### src/rtl/rob_buffer.sv
// Circular reorder buffer: allocates tags at dispatch, records CDB completions, retires in order.
// Optional define ROB_CDB_BYPASS_EN forwards a same-cycle CDB result onto the operand read ports.
module rob_entry (
    input  logic        clock,
    input  logic        reset,
    input  logic        alloc,
    input  logic        dp_has_dest,
    input  logic [4:0]  dp_dest_reg_idx,
    input  logic        set_complete,
    input  logic [31:0] value_in,
    input  logic        clear,
    output logic        valid,
    output logic        complete,
    output logic        has_dest,
    output logic [4:0]  dest_reg_idx,
    output logic [31:0] value
);
    // Clear (retire) wins over a late CDB rewrite of the head entry.
    always_ff @(posedge clock) begin
        if (reset) begin
            valid        <= 1'b0;
            complete     <= 1'b0;
            has_dest     <= 1'b0;
            dest_reg_idx <= '0;
            value        <= '0;
        end else if (clear) begin
            valid    <= 1'b0;
            complete <= 1'b0;
        end else if (alloc) begin
            valid        <= 1'b1;
            complete     <= 1'b0;
            has_dest     <= dp_has_dest;
            dest_reg_idx <= dp_dest_reg_idx;
        end else if (set_complete) begin
            complete <= 1'b1;
            value    <= value_in;
        end
    end
endmodule

module rob_buffer #(
    parameter int ROB_SZ = 8,
    parameter int TAG_W  = $clog2(ROB_SZ + 1)
) (
    input  logic              clock,
    input  logic              reset,
    input  logic              dispatch_valid,
    input  logic              dp_has_dest,
    input  logic [4:0]        dp_dest_reg_idx,
    output logic              rob_full,
    output logic [TAG_W-1:0]  rob_new_tail_tag,
    input  logic              cdb_valid,
    input  logic [TAG_W-1:0]  cdb_tag,
    input  logic [31:0]       cdb_value,
    output logic              retire_valid,
    output logic [TAG_W-1:0]  retire_tag,
    output logic              retire_has_dest,
    output logic [4:0]        retire_dest_reg_idx,
    output logic [31:0]       retire_value,
    input  logic [TAG_W-1:0]  rd_tag_a,
    input  logic [TAG_W-1:0]  rd_tag_b,
    output logic              rd_ready_a,
    output logic              rd_ready_b,
    output logic [31:0]       rd_value_a,
    output logic [31:0]       rd_value_b
);
    localparam int PTR_W = $clog2(ROB_SZ);
    localparam int CNT_W = $clog2(ROB_SZ + 1);

    logic [PTR_W-1:0] head, tail;
    logic [CNT_W-1:0] count;

    logic [ROB_SZ-1:0]       ent_valid, ent_complete, ent_has_dest;
    logic [ROB_SZ-1:0][4:0]  ent_dest;
    logic [ROB_SZ-1:0][31:0] ent_value;

    function automatic logic tag_in_range(input logic [TAG_W-1:0] t);
        return (int'(t) >= 1) && (int'(t) <= ROB_SZ);
    endfunction

    function automatic logic [PTR_W-1:0] tag_idx(input logic [TAG_W-1:0] t);
        return PTR_W'(t - TAG_W'(1));
    endfunction

    logic             dispatch_ok, retire_ok, cdb_hit;
    logic [PTR_W-1:0] cdb_idx;

    // Outputs read as idle while reset is held, even with stale entries still present.
    assign rob_full         = !reset && (count == CNT_W'(ROB_SZ));
    assign rob_new_tail_tag = reset ? TAG_W'(1) : TAG_W'(tail) + TAG_W'(1);
    assign dispatch_ok      = dispatch_valid && !rob_full;
    assign cdb_idx          = tag_idx(cdb_tag);
    assign cdb_hit          = cdb_valid && tag_in_range(cdb_tag) && ent_valid[cdb_idx];
    assign retire_ok        = !reset && (count != '0) && ent_valid[head] && ent_complete[head];

    for (genvar i = 0; i < ROB_SZ; i++) begin : g_ent
        rob_entry u_ent (
            .clock           (clock),
            .reset           (reset),
            .alloc           (dispatch_ok && (tail == PTR_W'(i))),
            .dp_has_dest     (dp_has_dest),
            .dp_dest_reg_idx (dp_dest_reg_idx),
            .set_complete    (cdb_hit && (cdb_idx == PTR_W'(i))),
            .value_in        (cdb_value),
            .clear           (retire_ok && (head == PTR_W'(i))),
            .valid           (ent_valid[i]),
            .complete        (ent_complete[i]),
            .has_dest        (ent_has_dest[i]),
            .dest_reg_idx    (ent_dest[i]),
            .value           (ent_value[i])
        );
    end

    always_ff @(posedge clock) begin
        if (reset) begin
            head  <= '0;
            tail  <= '0;
            count <= '0;
        end else begin
            if (dispatch_ok) tail <= tail + PTR_W'(1);
            if (retire_ok)   head <= head + PTR_W'(1);
            case ({dispatch_ok, retire_ok})
                2'b10:   count <= count + CNT_W'(1);
                2'b01:   count <= count - CNT_W'(1);
                default: count <= count;
            endcase
        end
    end

    always_comb begin
        retire_valid        = 1'b0;
        retire_tag          = '0;
        retire_has_dest     = 1'b0;
        retire_dest_reg_idx = '0;
        retire_value        = '0;
        if (retire_ok) begin
            retire_valid        = 1'b1;
            retire_tag          = TAG_W'(head) + TAG_W'(1);
            retire_has_dest     = ent_has_dest[head];
            retire_dest_reg_idx = ent_dest[head];
            retire_value        = ent_value[head];
        end
    end

    logic [1:0][TAG_W-1:0] rd_tag;
    logic [1:0]            rd_ready;
    logic [1:0][31:0]      rd_value;

    assign rd_tag = {rd_tag_b, rd_tag_a};

    for (genvar p = 0; p < 2; p++) begin : g_rd
        logic [PTR_W-1:0] idx;
        logic             hit, byp;
        assign idx = tag_idx(rd_tag[p]);
        assign hit = tag_in_range(rd_tag[p]) && ent_valid[idx] && ent_complete[idx];
`ifdef ROB_CDB_BYPASS_EN
        assign byp = cdb_hit && (rd_tag[p] == cdb_tag);
`else
        assign byp = 1'b0;
`endif
        assign rd_ready[p] = !reset && (byp || hit);
        assign rd_value[p] = reset ? '0 : byp ? cdb_value : hit ? ent_value[idx] : '0;
    end

    assign rd_ready_a = rd_ready[0];
    assign rd_ready_b = rd_ready[1];
    assign rd_value_a = rd_value[0];
    assign rd_value_b = rd_value[1];
endmodule

### config.mk
export PLATFORM = sky130hd
export DESIGN_NAME = rob_buffer
export DESIGN_NICKNAME = d
export VERILOG_FILES = /design/src/rtl/rob_buffer.sv
export SDC_FILE = /design/constraint.sdc
export NUM_CORES = 1
export LEC_CHECK = 0
export CAP_MARGIN = 20
export CORE_UTILIZATION = 60
export DETAILED_ROUTE_END_ITERATION = 8
export PLACE_DENSITY = 0.78
export SLEW_MARGIN = 20
export SYNTH_ARGS = -nofsm -noshare
export SYNTH_HDL_FRONTEND = slang
export SYNTH_SLANG_ARGS = --single-unit
### constraint.sdc
create_clock -name clock -period 8 [get_ports clock]
set_clock_uncertainty 0.15 [all_clocks]
set_input_delay 1.6 -clock clock [delete_from_list [all_inputs] [get_ports clock]]
set_output_delay 1.6 -clock clock [all_outputs]
set_load 0.01 [all_outputs]
==> summary.md, run 1 <==
| Metric | Value |
|---|---|
| Outcome | finished clean |
| Layout area overhead | 14.8% |
| Drt drc | 0 |
| Synth Register Bits | 330 |
| Tot Pwr | 3.71 mW |
| Pwr dens | 161 nW/um^2 |
| Total negative slack | 0 ps |
| Post-Synth Adder-Cell Area | 1.68% |
| Die Ht | 185 um |
| Worst slew margin | 25.6% |
| Die area | 34,200 um^2 |
| CTS tree | yes |
| Distinct cell type count after synthesis | 50 |
| Simple logic cell fraction of the synthesized area | 17.1% |
| Met1 wire length | 22,400 um |
| Starting DRT DRC Count | 1,664 |
| Die W | 185 um |
| CTS Buf Count | 38 |
| ANT nets after route | 0 |
| Hold buffers post-CTS | 0 |
| Static Leak | 8.87 nW |
| RSZ-0062 raised after global routing | false |
| WL met3 | 5080 um |
| Combinational family with the most area after synthesis | multiplexers |
| Final Cycle Share | 87.0% |
| Compound-gate portion of the synthesized area | 4.46% |
| # H-tree levels | 2 |
| Multi-input logic area | 12,700 um^2 |
| Post-synthesis async set-or-reset flop share | 0% |
| Postcts setup bufs | 0 |
| Kind of critical path | input port to output port |
| # Max-Cap Violations | 0 |
| Sw frac | 24.5% |
| Logic pwr share | 8.9% |
| Share of layout cells above drive strength 1 | 16.7% |
| Total I/O pin count | 168 |
| Reg area | 6620 um^2 |
| Worst skew pair latency | 530 ps |
| Flop pwr share | 44.9% |
| Final hold vios | 0 |
| NetSw | 0.907 mW |
| Hold Path Class | register to register |
| Syn Area/Cell | 10.6 um^2 |
| Core area | 32,700 um^2 |
| Post-synthesis xor/xnor area fraction | 0.436% |
| Setup WS pre-CTS | 1140 ps |
| Met2 wire len | 26,400 um |
| Fmax | 144 MHz |
| Buffers on Ports | 167 |
| Crit path max fanout | 34 |
| Synth Net Count | 1,978 |
| Critical Path AT | 5210 ps |
| CTS root buf | clkbuf_16 |
| Post-synthesis sequential area ratio | 32.9% |
| Setup ws final | 1040 ps |
| Ant. Diodes | 0 |
| Min Clock Period, post-route | 6960 ps |
| Peak supply drop | 159 uV |
| Nets@finish | 2,029 |
| Internal Power | 2.80 mW |
| Vias in the first global route | 15.6k |
| Fin Hold WS | 320 ps |
| Clock-pin slew on the worst setup and hold paths | 50 ps |
| Final WL | 56,000 um |
| Top FF cell, synth | dfxtp_1 |
| Mux cell area share after synthesis | 39.2% |
| Final Max Slew Viols | 0 |
| Clk pwr share | 46.2% |
| Synth Instances | 1,897 |
| CTS max path bufs | 3 |
| Largest net degree at the start of global routing | 232 |
| First-pass GRT wire length | 87,900 um |
| Final HPWL DP | 33,400 um |
| Gr ovfl total | 0 |
| Global Route Usage Sum | 33.3% |
| Final-report setup violation count | 0 |
| Slew @ Worst Pin | 1120 ps |
| Drt first pass iters | 5 |
| Routability cong. | 0.905 |
| Post-synth design cell area | 20,100 um^2 |
| Worst reg-to-reg setup slack | 3840 ps |
| Crit path launch type | input port |
| Worst EP required | 6250 ps |
| Std-Cell Rows | 66 |
| CTS resizes | 0 |
| Post-synth EDFFs | 0 |
| Starting Density | 61.4% |
| Final Cell Area | 23,000 um^2 |
| Via/cell ratio | 6.48 |
| CP endpoint kind | output port |
| Via count | 15.6k |
| Filler cell count | 2,438 |
| Top sig layer | met4 |
| Antenna violations before repair | 0 |
| Clk sinks | 330 |
| Routed len/inst | 23.2 um |
| Placed Area | 21,800 um^2 |
| Synth warnings | 0 |
## registers in the layout, indices dropped and copies added, names as in the netlist
name / flops
tail: 3
g_ent.u_ent.dest_reg_idx: 40
g_ent.u_ent.valid: 8
head: 3
g_ent.u_ent.complete: 8
g_ent.u_ent.value: 256
g_ent.u_ent.has_dest: 8
count: 4
## final timing paths
check	start	end	cells after the start
worst max-delay path	rd_tag_b[1]	rd_value_b[31]	11
worst min-delay path	g_ent[7].u_ent.has_dest	g_ent[7].u_ent.has_dest	2
worst max register to register	head[0]	count[2]	12
worst min register to register	g_ent[7].u_ent.has_dest	g_ent[7].u_ent.has_dest	2
## power by group through the flow
stage	clock network, mW	logic, mW	registers (mW)
3_3_place_gp	0	0.323	1.70
3_5_place_dp	0	0.326	1.70
5_1_grt	1.80	0.349	1.67
6_report	1.72	0.329	1.67
4_1_cts	1.73	0.328	1.66
2_1_floorplan	0	0.227	1.70
## kinds of logic after synthesis
group,after synthesis
AO/OA/AOI/OAI,155
buffers and inverters,204
adder cells (fa/ha/maj),27
AND/OR/NAND/NOR,650
flip-flops,330
XOR/XNOR,10
multiplexers,521
## cell type report
class | instances | area share (%)
timing repair buffer | 197 | 8.28
inverter | 18 | 0.293
tap | 442 | 2.40
multi-input combinational | 1363 | 55.0
clock inverter | 13 | 0.603
sequential | 330 | 28.7
clock buffer | 52 | 4.67
## worst max-delay path, cell delays in order
cell	delay, ps
clkdlybuf4s50_1	450
inv_1	80
ha_4	200
xnor2_2	120
buf_4	500
mux4_2	320
nand2_1	50
a211o_1	550
buf_4	370
a21oi_1	330
clkdlybuf4s50_1	610
## layout by cell type (no fill, tap or decap), types with 3 or more instances in the layout
master,count
clkbuf_16,39
clkinv_2,7
mux4_2,211
nand2_1,216
o21ai_0,10
clkbuf_8,6
ha_1,25
a211oi_1,7
buf_4,31
and3_1,5
nor3_1,6
a211o_1,3
nor2_1,59
and2_1,8
and3b_1,3
nand3_1,10
clkdlybuf4s50_1,164
inv_1,16
dfxtp_1,327
nand2b_1,312
xor2_1,4
a31oi_2,6
a21oi_1,116
nand4_1,6
clkbuf_1,8
nor4_1,4
a2111oi_0,6
mux2i_1,308
## metal layers
layer	up-vias	GRT usage, %
met1	7679	44.4
li1	6893	-
met4	0	13.7
met3	178	5.47
met5	-	0
met2	895	53.9
## synth_stat cells, drive strengths merged, types with 8 or more instances
master  instances  area, um^2
inv            17        63.8
ha             27         338
mux4          211        4750
a21oi         116         581
nor2           59         221
nand3          11        60.1
nand2         217         815
o21ai          10        50.1
clkbuf         87         327
and2           10        62.6
nor3            8        50.1
dfxtp         330        6610
buf            99         468
mux2i         308        3080
nand2b        312        1950
## metrics by stage
stage | util, % | std cells
floorplan | - | 1897
global placement | 66.7 | 2350
detailed placement | 66.7 | 2350
CTS | 70.5 | 2415
global route | 70.5 | 2415
finish | 70.5 | 2415
(Power assumes the default switching activity.)
==> run 2: changes to the inputs <==
--- a/config.mk
+++ b/config.mk
@@ -6,8 +6,10 @@
 export NUM_CORES = 1
 export LEC_CHECK = 0
 export CAP_MARGIN = 20
+export CORE_MARGIN = 10
 export CORE_UTILIZATION = 60
 export DETAILED_ROUTE_END_ITERATION = 8
+export GPL_TIMING_DRIVEN = 1
 export PLACE_DENSITY = 0.78
 export SLEW_MARGIN = 20
 export SYNTH_ARGS = -nofsm -noshare
==> run 2 against run 1 <==
Flip-flop and latch count stayed put. Routed wire length is 4.2% higher. Non-clock buffer count is 2 lower. Register-to-register slack worse by 440 ps. Sequential share of layout area hardly changed. Maximum frequency is 1.1% higher. Final cell count stayed put. Worst setup slack better by 79 ps. Critical endpoint is now rd_value_a[22]. Largest power group unchanged.
==> summary.md, run 2 (synthesis gave the netlist of run 1 again) <==
| Metric | Value |
|---|---|
| Worst EP required | 6250 ps |
| Crit-path slowest cell | xnor2_2 |
| Min Clock Period, post-route | 6880 ps |
| Final HPWL DP | 35,400 um |
| Cell with the most instances on the worst path | clkdlybuf4s50_1 |
| Drt drc | 0 |
| Nets@finish | 2,027 |
| Largest net degree at the start of global routing | 119 |
| Antenna violations before repair | 0 |
| Routability cong. | 0.919 |
| CTS max path bufs | 3 |
| Tot Pwr | 3.69 mW |
| Buffers on Ports | 167 |
| Postcts setup bufs | 0 |
| Most common cell after layout, fill and taps aside | dfxtp_1 |
| CTS tree | yes |
| Gr ovfl total | 0 |
| Final Max Slew Viols | 0 |
| Starting Density | 61.2% |
| Global Route Usage Sum | 27.9% |
| Register-to-Register Path Depth | 12 |
| Via/cell ratio | 6.47 |
| Slew @ Worst Pin | 1190 ps |
| ANT nets after route | 0 |
| Total I/O pin count | 168 |
| Clock-pin slew on the worst setup and hold paths | 50 ps |
| Core area | 32,800 um^2 |
| Outcome | finished clean |
| CP max stage delay | 710 ps |
| Reg-to-reg endpoint | count[2] |
| Worst reg-to-reg setup slack | 3400 ps |
| WP depth | 10 |
| Worst skew pair latency | 540 ps |
| Kind of critical path | input port to output port |
| CTS Buf Count | 38 |
| Most frequent cells in the layout | dfxtp_1 (327), nand2b_1 (312), mux2i_1 (308) |
| CP endpoint kind | output port |
| Worst R2R Start | head[0] |
| Hold buffers post-CTS | 0 |
| RSZ-0062 raised after global routing | false |
| Final-report setup violation count | 0 |
| Hold depth | 2 |
| Std-Cell Rows | 66 |
| Pwr dens | 160 nW/um^2 |
| Worst slew margin | 20.8% |
| Drt first pass iters | 6 |
| Ant. Diodes | 0 |
| Setup WS pre-CTS | 1210 ps |
| Die Ht | 203 um |
| Biggest regs | g_ent.u_ent.value (256), g_ent.u_ent.dest_reg_idx (40) |
| Routed len/inst | 24.2 um |
| Die area | 41,200 um^2 |
| First-pass GRT wire length | 92,000 um |
| Layout area overhead | 14.8% |
| Share of layout cells above drive strength 1 | 16.6% |
| Worst Hold Endpoint | g_ent[7].u_ent.dest_reg_idx[1] |
| Total negative slack | 0 ps |
| Final WL | 58,400 um |
| Hold path start | g_ent[7].u_ent.dest_reg_idx[1] |
| Final hold vios | 0 |
| Crit path launch type | input port |
| Clk sinks | 330 |
| Cell Chain, Critical Path | clkdlybuf4s50_1 -> inv_1 -> ha_4 -> xnor2_2 -> mux4_2 -> nand2_1 -> a211o_1 -> buf_12 -> a21oi_1 -> clkdlybuf4s50_1 |
| Max reg flops | 256 |
| # Max-Cap Violations | 0 |
| # H-tree levels | 2 |
| Via count | 15.6k |
| Fmax | 145 MHz |
| CTS resizes | 0 |
| Setup ws final | 1120 ps |
| Die W | 203 um |
| Peak supply drop | 130 uV |
| Crit path max fanout | 23 |
| CTS root buf | clkbuf_16 |
| Static Leak | 8.87 nW |
| Final Cycle Share | 86.0% |
| Largest Register | g_ent.u_ent.value |
| Critical Path AT | 5130 ps |
| Hold Path Class | register to register |
| Bufs and invs on worst path | 4 |
| Vias in the first global route | 16.2k |
| Starting DRT DRC Count | 1,877 |
| CP top delay family | buffers and inverters |
-- run 2: how the worst max path moves through the flow --
stage | startpoint | end | slack (ps)
floorplan | rd_tag_b[0] | rd_value_b[0] | 2760
global placement | rd_tag_a[1] | rd_value_a[13] | 1220
detailed placement | rd_tag_b[1] | rd_value_b[22] | 1210
CTS | rd_tag_b[1] | rd_value_b[22] | 1200
global route | rd_tag_b[1] | rd_value_b[22] | 1040
finish | rd_tag_a[1] | rd_value_a[22] | 1120
-- run 2: report_power, final --
part | internal (mW) | switching [mW]
sequential | 1.65 | 0.0104
clock | 0.987 | 0.707
combinational | 0.140 | 0.193
-- run 2: worst register-to-register path: stages (launching register included) --
cell and delay (ps):
dfxtp_4 820, inv_1 290, mux4_2 510, mux2_2 360, nand2_2 780, inv_1 230, ha_1 340, xor2_1 170
ha_1 190, a21oi_1 140, xor2_1 90, or3_1 310, a21oi_1 150
-- run 2: layer usage --
layer / track usage, % / routed length [um]
met5: 0 / 0
met4: 10.0 / 1900
met3: 6.40 / 5840
met2: 45.5 / 27800
met1: 35.6 / 22900
-- run 2: metrics by stage --
step	area (um^2)	instances	hold slack, ps	utilization [%]
2_1_floorplan	20100	1897	296	-
3_3_place_gp	21800	2347	310	66.5
3_5_place_dp	21800	2348	317	66.6
4_1_cts	23000	2415	325	70.3
5_1_grt	23000	2415	355	70.3
6_report	23000	2415	323	70.3
-- run 2: area by class of cell --
cell class	count	area [um^2]
flip-flops and latches	330	6620
clock inverters	12	110
multi-input cells	1363	12700
clock buffers	55	1090
fillers	2450	9740
repair buffers	195	1920
inverters	18	67.6
well taps	442	553
==> run 3: changes to the inputs <==
--- a/config.mk
+++ b/config.mk
@@ -5,7 +5,7 @@
 export SDC_FILE = /design/constraint.sdc
 export NUM_CORES = 1
 export LEC_CHECK = 0
-export CAP_MARGIN = 20
+export CAP_MARGIN = 5
 export CORE_MARGIN = 10
 export CORE_UTILIZATION = 60
 export DETAILED_ROUTE_END_ITERATION = 8
==> run 3 against run 2 <==
Total power grew 3.4%. Worst setup slack lost 38 ps. Via count grew 0.33%. Critical path depth grew 1. Die area is the same. Non-clock buffer count shrank 1. Routed wire length grew 0.30%. Register-to-register slack gained 50 ps. Clock power grew 8%. Maximum frequency shrank 0.55%. Final cell count shrank 0.12%. Largest power group unchanged.
==> summary.md, run 3 (synthesis gave the netlist of run 1 again) <==
| Metric | Value |
|---|---|
| Via count | 15.7k |
| Final std cells w/o fill | 2,412 |
| CTS Buf Count | 37 |
| Inst Count DP | 2,347 |
| Worst skew pair latency | 520 ps |
| Internal Power | 2.93 mW |
| Slew @ Worst Pin | 1170 ps |
| CTS resizes | 0 |
| Final-report setup violation count | 0 |
| Final Cycle Share | 86.4% |
| Std-Cell Rows | 66 |
| Peak supply drop | 136 uV |
| Buffers on Ports | 167 |
| Max reg flops | 256 |
| CTS max path bufs | 3 |
| Reg-to-reg endpoint | count[2] |
| NetSw | 0.888 mW |
| Routed len/inst | 24.3 um |
| Worst slew margin | 22.1% |
| Starting DRT DRC Count | 1,690 |
| Static Leak | 8.90 nW |
| Most common cell after layout, fill and taps aside | dfxtp_1 |
| Routability cong. | 0.919 |
| Outcome | finished clean |
| Total negative slack | 0 ps |
| Met2 wire len | 27,800 um |
| Hold buffers post-CTS | 0 |
| Min Clock Period, post-route | 6920 ps |
| Register-to-Register Path Depth | 12 |
| Core area | 32,800 um^2 |
| Total I/O pin count | 168 |
| Fmax | 145 MHz |
| Hold depth | 2 |
| Share of layout cells above drive strength 1 | 16.5% |
| Gr ovfl total | 0 |
| Critical Path AT | 5170 ps |
| Largest Register | g_ent.u_ent.value |
| CP endpoint kind | output port |
| Final WL | 58,600 um |
| Kind of critical path | input port to output port |
| Flop pwr share | 43.6% |
| Worst EP required | 6250 ps |
| Nets@finish | 2,025 |
| Ant. Diodes | 0 |
| Die area | 41,200 um^2 |
| Drt first pass iters | 6 |
| Clock-pin slew on the worst setup and hold paths | 60 ps |
| Final Max Slew Viols | 0 |
| Final HPWL DP | 35,300 um |
| Starting Density | 61.2% |
| ANT nets after route | 0 |
| WL met3 | 5950 um |
| Via/cell ratio | 6.50 |
| RSZ-0062 raised after global routing | false |
| Clk sinks | 330 |
| Crit path launch type | input port |
| Clk pwr share | 47.7% |
| Most frequent cells in the layout | dfxtp_1 (327), nand2b_1 (312), mux2i_1 (308) |
| Hold Path Class | register to register |
| Layout area overhead | 15.2% |
| Placed Area | 21,800 um^2 |
| Worst reg-to-reg setup slack | 3450 ps |
| # H-tree levels | 2 |
| # Max-Cap Violations | 0 |
| Pwr dens | 165 nW/um^2 |
| Final hold vios | 0 |
| Biggest regs | g_ent.u_ent.value (256), g_ent.u_ent.dest_reg_idx (40) |
| Worst R2R Start | head[0] |
| Crit path max fanout | 34 |
| CTS tree | yes |
| First-pass GRT wire length | 91,800 um |
| Logic pwr share | 8.7% |
| CTS root buf | clkbuf_16 |
| Sw frac | 23.3% |
| Drt drc | 0 |
| Vias in the first global route | 16.2k |
| Postcts setup bufs | 0 |
| Global Route Usage Sum | 27.8% |
| Hold path start | g_ent[7].u_ent.dest_reg_idx[3] |
| Top sig layer | met4 |
| Met1 wire length | 22,900 um |
| Final Cell Area | 23,100 um^2 |
| Antenna violations before repair | 0 |
| Largest net degree at the start of global routing | 119 |
| Die W | 203 um |
| Worst Hold Endpoint | g_ent[7].u_ent.dest_reg_idx[3] |
| Fin Hold WS | 324 ps |
| Die Ht | 203 um |
==> run 3: changes by cell type in the layout (fill, tap and decap cells not counted) <==
cell	previous run	this run
bufinv_16	1	5
clkinv_2	6	3
inv_6	3	1
buf_16	1	0
clkbuf_1	9	8
clkbuf_16	38	39
clkbuf_8	9	10
clkinv_8	1	0
clkinvlp_4	1	0
==> run 3: area by class of cell <==
cell class,count,area (um^2)
Multi-Input combinational cell,1363,12700
Fill cell,2419,9670
Sequential cell,330,6620
Timing Repair Buffer,194,1890
Clock buffer,56,1130
Tap cell,442,553
Clock inverter,9,174
Inverter,18,67.6
==> run 3: how the worst max path moves through the flow <==
stage / start / cells after the start / slack [ps] / to
2_1_floorplan: rd_tag_b[0] / 7 / 2760 / rd_value_b[0]
3_3_place_gp: rd_tag_a[1] / 10 / 1220 / rd_value_a[13]
3_5_place_dp: rd_tag_b[1] / 9 / 1180 / rd_value_b[22]
4_1_cts: rd_tag_a[1] / 10 / 1160 / rd_value_a[24]
5_1_grt: rd_tag_a[1] / 10 / 960 / rd_value_a[24]
6_report: rd_tag_b[1] / 11 / 1080 / rd_value_b[22]
==> run 3: per-stage QoR <==
step                      power [mW]  util [%]  setup slack [ps]
final                           3.82      70.5              1080
after global routing            3.92      70.5               957
after global placement          2.02      66.5              1220
after floorplan                 1.92         -              2760
after CTS                       3.83      70.5              1160
after detailed placement        2.03      66.5              1180
==> run 3: worst max-delay path: stages <==
cell,delay (ps)
clkdlybuf4s50_1,470
inv_1,90
ha_4,200
xnor2_2,110
buf_4,490
mux4_2,310
nand2_1,70
a211o_1,500
buf_4,370
a21oi_1,310
clkdlybuf4s50_1,610
==> run 3: routing by layer <==
layer | up-vias | global-route usage [%]
met5 | - | 0
met4 | 0 | 10.7
met3 | 147 | 5.73
met2 | 867 | 45.5
met1 | 7787 | 35.7
li1 | 6878 | -
==> run 3: power groups by stage <==
stage	logic [mW]	registers [mW]	clock network, mW
after global placement	0.324	1.70	0
after detailed placement	0.329	1.70	0
after global routing	0.353	1.67	1.90
after CTS	0.331	1.66	1.84
after floorplan	0.227	1.70	0
final	0.332	1.66	1.82
